<file path="src/rtl/stream_cipher_pkg.sv">
// rtl/stream_cipher_pkg.sv - shared LFSR keystream definitions for the stream encryptor/decryptor pair
package stream_cipher_pkg;
  localparam int LFSR_W       = 64;
  localparam int TAP0         = 0;
  localparam int TAP1         = 1;
  localparam int TAP2         = 3;
  localparam int TAP3         = 4;
  localparam int KEY_BITS_DEF = 6;
  localparam int STEPS_DEF    = 6;

  typedef enum logic [1:0] {IDLE, GEN, KEY} dec_state_t;

  // One shift: feedback bit enters at the MSB, register shifts towards bit 0.
  function automatic logic [LFSR_W-1:0] lfsr_next(input logic [LFSR_W-1:0] s);
    return {s[TAP1] ^ s[TAP0] ^ s[TAP3] ^ s[TAP2], s[LFSR_W-1:1]};
  endfunction
endpackage

</file>
<file path="src/rtl/stream_decryptor_if.sv">
// rtl/stream_decryptor_if.sv - cipher-in / plaintext-out handshake bundle
interface stream_decryptor_if;
  logic       in_valid;
  logic [7:0] in_data;
  logic       in_ready;
  logic       out_valid;
  logic [7:0] out_data;
  logic       out_ready;

  modport master (output in_valid, in_data, out_ready, input in_ready, out_valid, out_data);
  modport slave  (input in_valid, in_data, out_ready, output in_ready, out_valid, out_data);
endinterface

</file>
<file path="src/rtl/lfsr_keystream.sv">
// rtl/lfsr_keystream.sv - LFSR register, step counter and key register; strobes key_valid on the last step
module lfsr_keystream
  import stream_cipher_pkg::*;
#(
  parameter int STEPS    = STEPS_DEF,
  parameter int KEY_BITS = KEY_BITS_DEF
) (
  input  logic              clk,
  input  logic              rst,
  input  logic              load,
  input  logic [LFSR_W-1:0] seed,
  input  logic              run,
  output logic [7:0]        key,
  output logic              key_valid
);
  localparam int CNT_W = $clog2(STEPS + 1);

  logic [LFSR_W-1:0] lfsr;
  logic [LFSR_W-1:0] lfsr_nxt;
  logic [CNT_W-1:0]  cnt;
  logic              last_step;

  assign lfsr_nxt  = lfsr_next(lfsr);
  assign last_step = (cnt == CNT_W'(STEPS - 1));
  assign key_valid = run && !load && last_step;

  always_ff @(posedge clk) begin
    if (rst) begin
      lfsr <= '0;
      cnt  <= '0;
      key  <= '0;
    end else if (load) begin
      lfsr <= seed;
      cnt  <= '0;
    end else if (run) begin
      lfsr <= lfsr_nxt;
      if (last_step) begin
        cnt <= '0;
        // Key comes from the post-step state so key n reflects STEPS*n shifts.
        key <= 8'(lfsr_nxt[LFSR_W-1 -: KEY_BITS]);
      end else begin
        cnt <= cnt + CNT_W'(1);
      end
    end
  end
endmodule

</file>
<file path="src/rtl/stream_decryptor.sv">
// rtl/stream_decryptor.sv - handshaked LFSR stream decryptor: XORs regenerated keystream onto cipher bytes
module stream_decryptor
  import stream_cipher_pkg::*;
#(
  parameter int STEPS    = STEPS_DEF,
  parameter int KEY_BITS = KEY_BITS_DEF
) (
  input  logic                clk,
  input  logic                rst,
  input  logic [LFSR_W-1:0]   seed,
  input  logic                load,
  stream_decryptor_if.slave   bus
);
  dec_state_t state;
  logic [7:0] key;
  logic       key_valid;
  logic       accept;
  logic       out_valid_q;
  logic [7:0] out_data_q;

  lfsr_keystream #(
    .STEPS    (STEPS),
    .KEY_BITS (KEY_BITS)
  ) u_ks (
    .clk       (clk),
    .rst       (rst),
    .load      (load),
    .seed      (seed),
    .run       (state == GEN),
    .key       (key),
    .key_valid (key_valid)
  );

  // A load in the same cycle wins over any accept, so ready is masked by it.
  assign bus.in_ready  = (state == KEY) && (!out_valid_q || bus.out_ready) && !load;
  assign accept        = bus.in_valid && bus.in_ready;
  assign bus.out_valid = out_valid_q;
  assign bus.out_data  = out_data_q;

  always_ff @(posedge clk) begin
    if (rst) begin
      state       <= IDLE;
      out_valid_q <= 1'b0;
      out_data_q  <= 8'h00;
    end else if (load) begin
      state       <= GEN;
      out_valid_q <= 1'b0;
    end else begin
      case (state)
        GEN:     if (key_valid) state <= KEY;
        KEY:     if (accept) state <= GEN;
        default: state <= IDLE;
      endcase
      if (accept) begin
        out_valid_q <= 1'b1;
        out_data_q  <= bus.in_data ^ key;
      end else if (bus.out_ready) begin
        out_valid_q <= 1'b0;
      end
    end
  end
endmodule

</file>
<file path="src/flat_wrapper.sv">
// flat-port wrapper written by rule: the top's interface ports become plain ports
module stream_decryptor_flat import stream_cipher_pkg::*;
#(
  parameter int STEPS    = STEPS_DEF,
  parameter int KEY_BITS = KEY_BITS_DEF
)
  (clk, rst, seed, load, bus_in_valid, bus_in_data, bus_out_ready, bus_in_ready, bus_out_valid, bus_out_data);
  stream_decryptor_if bus_i ();
  input  logic clk;
  input  logic rst;
  input  logic [LFSR_W-1:0] seed;
  input  logic load;
  input wire logic [$bits(bus_i.in_valid)-1:0] bus_in_valid;
  input wire logic [$bits(bus_i.in_data)-1:0] bus_in_data;
  input wire logic [$bits(bus_i.out_ready)-1:0] bus_out_ready;
  output wire logic [$bits(bus_i.in_ready)-1:0] bus_in_ready;
  output wire logic [$bits(bus_i.out_valid)-1:0] bus_out_valid;
  output wire logic [$bits(bus_i.out_data)-1:0] bus_out_data;
  assign bus_i.in_valid = bus_in_valid;
  assign bus_i.in_data = bus_in_data;
  assign bus_i.out_ready = bus_out_ready;
  assign bus_in_ready = bus_i.in_ready;
  assign bus_out_valid = bus_i.out_valid;
  assign bus_out_data = bus_i.out_data;
  stream_decryptor #(.STEPS(STEPS), .KEY_BITS(KEY_BITS)) u_core (.clk(clk), .rst(rst), .seed(seed), .load(load), .bus(bus_i));
endmodule
</file>
<file path="config.mk">
export PLATFORM = sky130hd
export DESIGN_NAME = stream_decryptor_flat
export DESIGN_NICKNAME = d
export VERILOG_FILES = /design/src/rtl/stream_cipher_pkg.sv /design/src/rtl/stream_decryptor_if.sv /design/src/rtl/lfsr_keystream.sv /design/src/rtl/stream_decryptor.sv /design/src/flat_wrapper.sv
export SDC_FILE = /design/constraint.sdc
export NUM_CORES = 1
export LEC_CHECK = 0
export ABC_CLOCK_PERIOD_IN_PS = 1480
export BUFFER_PORTS_ARGS = -buffer_cell sky130_fd_sc_hd__buf_2
export CAP_MARGIN = 20
export CORE_UTILIZATION = 48
export CTS_BUF_LIST = sky130_fd_sc_hd__clkbuf_4 sky130_fd_sc_hd__clkbuf_8 sky130_fd_sc_hd__clkbuf_16
export CTS_CLUSTER_DIAMETER = 120
export DETAILED_ROUTE_END_ITERATION = 8
export PLACE_DENSITY = 0.82
export SLEW_MARGIN = 15
export SYNTH_ARGS = -nofsm -noshare
export SYNTH_HDL_FRONTEND = slang
export SYNTH_SLANG_ARGS = --single-unit
</file>
<file path="constraint.sdc">
create_clock -name clk -period 1.48 [get_ports clk]
set_clock_uncertainty 0.1 [all_clocks]
set_input_delay 0 -clock clk [delete_from_list [all_inputs] [get_ports clk]]
set_output_delay 0 -clock clk [all_outputs]
set_load 0.02 [all_outputs]
</file>
==> results.cfg, run 1 <==
[place]
detailed_place_hpwl_mm = 5.248
place.gp.congestion = 0.7704
io_buffers = 86
dpl.cell_count = 547

[synthesis]
syn_area_per_cell_sq_um = 9.724
synth_cells = 385
seq_area_frac_synth_pct = 44.92
yosys_warnings = 0
synth_nets = 462
yosysUniqueCellTypes = 31
netlist_area_sq_um = 3744
ys_seq_elements = 84

[grt]
grt_usage_pct = 22.77
grt_pass1_wl_mm = 15.03
grt_pass1_vias = 3308
overflow = 0
grt_max_degree = 75
antenna_found_initial = 0

[die]
pin_count = 87
fp-row-count = 31
core_area_sq_um = 7408
start_util_pct = 50.53
die_area_sq_um = 8156
die_x_um = 90.31
die_h_um = 90.31

[setup_path]
r2r_cells = 4
crit_arrival_ns = 1.39
cp_common_cell = buf_6
worstReg2RegEnd = u_core.u_ks.lfsr[40]
start_kind = register
path_max_fanout = 6
cp_cell_sequence = buf_4 -> nor2b_4 -> buf_6 -> and3_1 -> buf_6
cp.required_ns = 1.38
r2r_slack_ns = 0.03
max_stage_delay_ns = 0.32
slowest_stage = dfxtp_2
r2r-start = u_core.state[1]
end_kind = output pin
crit_type = register to output pin

[routing]
wl_per_cell_um = 14.44
dr.first_iter.drc_count = 178
route.detailed.drc = 0
vias_per_cell = 5.238
drt-total-wl_mm = 9.287
drtPass1Iterations = 4
postRouteAntennaNets = 0
vias = 3368

[cells_and_area]
diodes = 0
drive_gt1_share_pct = 24.45
final_cells = 643
fillCellCount = 529
final_nets = 616
syn_to_final_growth_pct = 40.78

[sta]
max_slew.worst_pin.slew_ns = 0.5096
hold_ws_ns = 0.004386
relSlewSlack_pct = 66.03
hold_viol_final = 0
maxSlewViolCount = 0
fin_setup_tns_ns = -0.006288
max_clock_freq_ghz = 0.6728
final.setup.worst_slack_ns = -0.006288
setup_viol = 1
rsz0062_at_grt = true
period_minus_slack_ns = 1.486
period_share_pct = 100.4

[cts]
cts_buffers = 9
clkLatencyLatePin_ns = 0.35
cts_buffer_depth = 2
path_clk_slew_ns = 0.08
cts-htree-levels = 3
root_buffer = clkbuf_8
cts.sinks = 84
cts_tree = built

[power_and_ir_drop]
ir_drop_mv = 0.5605
p_total_mw = 4.865
p_per_area_nw_per_um2 = 923.2
p_leak_nw = 2.138

[job]
drv_cap = 0

[run_status]
failed_checks = negative setup slack
status = finished with violations

[min_path]
hold-path-endpoint = u_core.u_ks.lfsr[63]
min_path_cells = 3
holdCritStartpoint = load
worstHoldPathType = primary input to register
==> area by class of cell <==
class | instances | area, sq um | share of cell area [%]
sequential | 84 | 1684 | 31.96
tap | 99 | 123.9 | 2.350
multi-input combinational | 264 | 1879 | 35.66
timing repair buffer | 179 | 1385 | 26.28
clock inverter | 1 | 5.005 | 0.09497
clock buffer | 15 | 187.7 | 3.561
inverter | 1 | 5.005 | 0.09497
==> through the flow <==
stage / cell area, sq um / worst slack, ns / utilization [%]
after floorplan: 3744 / 0.04083 / -
after global placement: 4233 / 0.05525 / 57.14
after detailed placement: 4233 / 0.003720 / 57.14
after CTS: 5211 / 0.004993 / 70.34
after global routing: 5270 / -0.05219 / 71.14
final: 5270 / -0.006288 / 71.14
==> registers in the layout, indices dropped and copies added (netlist names) <==
signal and cells:
u_core.state 2, u_core.u_ks.lfsr 64, u_core.bus.out_valid 1, u_core.u_ks.cnt 3, u_core.bus.out_data 8, u_core.u_ks.key 6
==> layer usage <==
| layer | track usage, % | share of wire (%) |
|---|---|---|
| met5 | 0 | 0 |
| met4 | 9.677 | 2.3 |
| met3 | 3.788 | 2.9 |
| met2 | 38.55 | 50 |
| met1 | 28.62 | 44 |
==> cell usage after synthesis (all sizes together) <==
cell type   n  area, sq um
o211ai      1        7.510
a311oi      1        8.760
or3         1        6.260
a31oi       6        37.54
buf        12        128.9
or3b        2        17.52
inv         1        3.750
nor2       65        244.0
nand2       3        11.26
a211oi     69        518.0
or4b        1        10.01
xnor2      10        87.58
nand2b      6        37.54
nor3b       1        12.51
mux2i      65        650.6
nand3b      3        22.52
and3b       1        8.760
or2         1        6.260
a21oi      11        55.05
o32ai       1        8.760
nor2b       3        21.27
and3        2        12.51
o21ai       5        25.02
clkbuf     24        90.09
nand3       6        30.03
dfxtp      84         1682
==> logic make-up (layout without fill, tap and decap cells) <==
logic type             after synthesis  count (layout)  synth area share, %
AND/OR/NAND/NOR                     95              95                11.76
AO/OA/AOI/OAI                       94              94                17.65
flip-flops                          84              84                44.92
multiplexers                        65              65                17.38
buffers and inverters               37             196                5.949
XOR/XNOR                            10              10                2.339
==> worst max path at each step <==
stage | start | slack (ns) | cells after the start | to
after floorplan | u_core.state[0] | 0.04 | 5 | u_core.u_ks.lfsr[63]
after global placement | u_core.state[1] | 0.06 | 4 | u_core.u_ks.lfsr[63]
after detailed placement | u_core.state[1] | 0.004 | 4 | u_core.u_ks.lfsr[63]
after CTS | u_core.state[0] | 0.005 | 5 | bus_in_ready
after global routing | u_core.state[1] | -0.05 | 4 | bus_in_ready
final | u_core.state[0] | -0.006 | 5 | bus_in_ready
==> critical path: cells and delay by family, from the launching register on <==
kind / cells / cell delay, ns
buffers and inverters: 3 / 0.40
DFF: 1 / 0.32
and+or+nand+nor: 2 / 0.32
==> cells in the final DEF (no fill, tap or decap), types with 2 or more instances in the layout <==
master / instances
nand2_1: 3
clkinv_2: 2
o21ai_0: 5
or3b_2: 2
buf_12: 4
mux2i_1: 64
clkbuf_8: 12
clkbuf_4: 3
nand3b_1: 3
dfxtp_2: 2
a31oi_1: 6
dfxtp_1: 82
nor2_1: 65
and3_1: 2
a211oi_1: 65
buf_2: 85
nor2b_4: 2
nand3_1: 6
xnor2_1: 10
buf_4: 10
dlygate4sd3_1: 77
a211oi_2: 4
a21oi_1: 10
buf_6: 3
nand2b_1: 6
==> where the power goes <==
group / switching [mW] / total (mW) / leakage (nW) / internal (mW)
combinational: 0.357 / 0.807 / 1.34 / 0.450
sequential: 0.0829 / 2.48 / 0.695 / 2.40
clock: 0.774 / 1.58 / 0.104 / 0.804
==> timing repair <==
action                                  in CTS  in global routing
endpoints found under the setup margin       1                 21
hold buffers                                77                  0
setup buffers                                0                  3
resized for setup                            5                  9
endpoints found under the hold margin       74                  0
(Power assumes the default switching activity.)
==> run 2, diff against run 1 <==
--- a/config.mk
+++ b/config.mk
@@ -5,14 +5,14 @@
 export SDC_FILE = /design/constraint.sdc
 export NUM_CORES = 1
 export LEC_CHECK = 0
-export ABC_CLOCK_PERIOD_IN_PS = 1480
+export ABC_CLOCK_PERIOD_IN_PS = 1800
 export BUFFER_PORTS_ARGS = -buffer_cell sky130_fd_sc_hd__buf_2
 export CAP_MARGIN = 20
-export CORE_UTILIZATION = 48
+export CORE_UTILIZATION = 58
 export CTS_BUF_LIST = sky130_fd_sc_hd__clkbuf_4 sky130_fd_sc_hd__clkbuf_8 sky130_fd_sc_hd__clkbuf_16
 export CTS_CLUSTER_DIAMETER = 120
 export DETAILED_ROUTE_END_ITERATION = 8
-export PLACE_DENSITY = 0.82
+export PLACE_DENSITY = 0.92
 export SLEW_MARGIN = 15
 export SYNTH_ARGS = -nofsm -noshare
 export SYNTH_HDL_FRONTEND = slang
==> constraint.sdc (replaced) <==
create_clock -name clk -period 1.8 [get_ports clk]
set_clock_uncertainty 0.1 [all_clocks]
set_input_delay 0 -clock clk [delete_from_list [all_inputs] [get_ports clk]]
set_output_delay 0 -clock clk [all_outputs]
set_load 0.02 [all_outputs]
==> results.cfg, run 2 (same netlist as run 1, synthesis figures left out) <==
[min_path]
hold-path-endpoint = u_core.state[0]
min_path_cells = 3
worstHoldPathType = primary input to register
holdCritStartpoint = load

[cells_and_area]
final_nets = 607
regMostFlops = u_core.u_ks.lfsr
multiInputGateArea_sq_um = 1844
final_common_cell = buf_2
seq_area_sq_um = 1682
syn_to_final_growth_pct = 36.70
largest_reg_flops = 64
diodes = 0
fillCellCount = 296
drive_gt1_share_pct = 21.58
final_cell_mix = buf_2 (86), dfxtp_1 (84), dlygate4sd3_1 (75)

[setup_path]
crit_family = flip-flops
cp_cell_sequence = nor2b_1 -> buf_4 -> and3_1 -> buf_2
crit_type = register to output pin
crit_arrival_ns = 1.61
cp.required_ns = 1.70
r2r_slack_ns = 0.09
r2r-start = u_core.state[0]
end_kind = output pin
cp_num_buf_inv = 2
worstReg2RegEnd = u_core.u_ks.lfsr[47]
slowest_stage = dfxtp_1
r2r_cells = 4
max_stage_delay_ns = 0.49
path_max_fanout = 8
start_kind = register

[cts]
cts.sinks = 84
clkLatencyLatePin_ns = 0.36
path_clk_slew_ns = 0.08
cts_buffers = 9
root_buffer = clkbuf_8
cts-htree-levels = 3
cts_tree = built
cts_buffer_depth = 2

[sta]
max_clock_freq_ghz = 0.5852
hold_viol_final = 0
rsz0062_at_grt = false
fin_setup_tns_ns = 0
period_minus_slack_ns = 1.709
relSlewSlack_pct = 69.60
period_share_pct = 94.93
max_slew.worst_pin.slew_ns = 0.4541
final.setup.worst_slack_ns = 0.09125
setup_viol = 0
maxSlewViolCount = 0

[die]
die_x_um = 82.34
die_h_um = 82.34
pin_count = 87
fp-row-count = 28
start_util_pct = 61.77
core_area_sq_um = 6061
die_area_sq_um = 6780

[job]
drv_cap = 0

[grt]
grt_max_degree = 76
antenna_found_initial = 0
grt_usage_pct = 34.18
grt_pass1_vias = 3625
overflow = 0
grt_pass1_wl_mm = 17.04

[routing]
vias = 3555
postRouteAntennaNets = 0
dr.first_iter.drc_count = 321
drt-total-wl_mm = 10.92
route.detailed.drc = 0
drtPass1Iterations = 5
vias_per_cell = 5.847
wl_per_cell_um = 17.96

[place]
place.gp.congestion = 0.7940
detailed_place_hpwl_mm = 5.050
io_buffers = 86
pre_cts_slack_ns = 0.3023

[run_status]
status = completed

[power_and_ir_drop]
p_per_area_nw_per_um2 = 801.9
ir_drop_mv = 0.5930
p_leak_nw = 2.085
==> run 2: per-stage QoR <==
stage	instances	power (mW)	hold WS, ns	area [sq um]	utilization [%]
detailed placement	519	2.581	0.1676	4173	68.85
floorplan	385	2.435	0.05558	3744	-
global route	608	4.219	0.04644	5117	84.43
CTS	608	4.026	0.003723	5117	84.43
finish	608	4.103	0.01922	5117	84.43
global placement	519	2.558	0.1654	4173	68.85
==> run 2: how the worst max path moves through the flow <==
stage	startpoint	endpoint	slack (ns)	depth (start not counted)
floorplan	u_core.state[0]	u_core.u_ks.lfsr[63]	0.36	5
global placement	u_core.state[1]	u_core.u_ks.lfsr[63]	0.35	4
detailed placement	u_core.state[1]	u_core.bus.out_data[6]	0.30	3
CTS	u_core.state[1]	bus_in_ready	0.14	4
global route	u_core.state[1]	bus_in_ready	0.03	4
finish	u_core.state[1]	bus_in_ready	0.09	4
==> run 2: worst min-delay path: stages <==
cell,delay (ns)
buf_2,0.17
a21oi_1,0.17
a21oi_1,0.09
==> run 2: layout make-up <==
class                      count  share of cell area [%]
sequential                    84                   32.86
multi-input combinational    264                   36.04
tap                           75                   1.834
clock inverter                 2                  0.6846
inverter                       1                 0.09780
clock buffer                  12                   3.105
timing repair buffer         170                   25.38
==> run 2: routing by layer <==
layer  vias to the layer above  GRT usage, %  routed length (um)
li1                       1682             -                   -
met1                      1654         37.77                4388
met2                       170         60.58                5585
met3                        49         7.473                 533
met4                         0         18.77                 412
met5                         -             0                   0
==> run 2: repair_timing <==
item / 4_1_cts / 5_1_grt
hold buffers: 75 / 0
resized for setup: 0 / 0
hold endpoints to repair: 73 / 0
setup buffers: 0 / 0
==> run 2: power by group <==
part           internal [mW]  leakage [nW]  switching [mW]  total, mW
clock                  0.716         0.102           0.669       1.39
combinational          0.358          1.29           0.312      0.670
sequential              1.97         0.694          0.0770       2.05
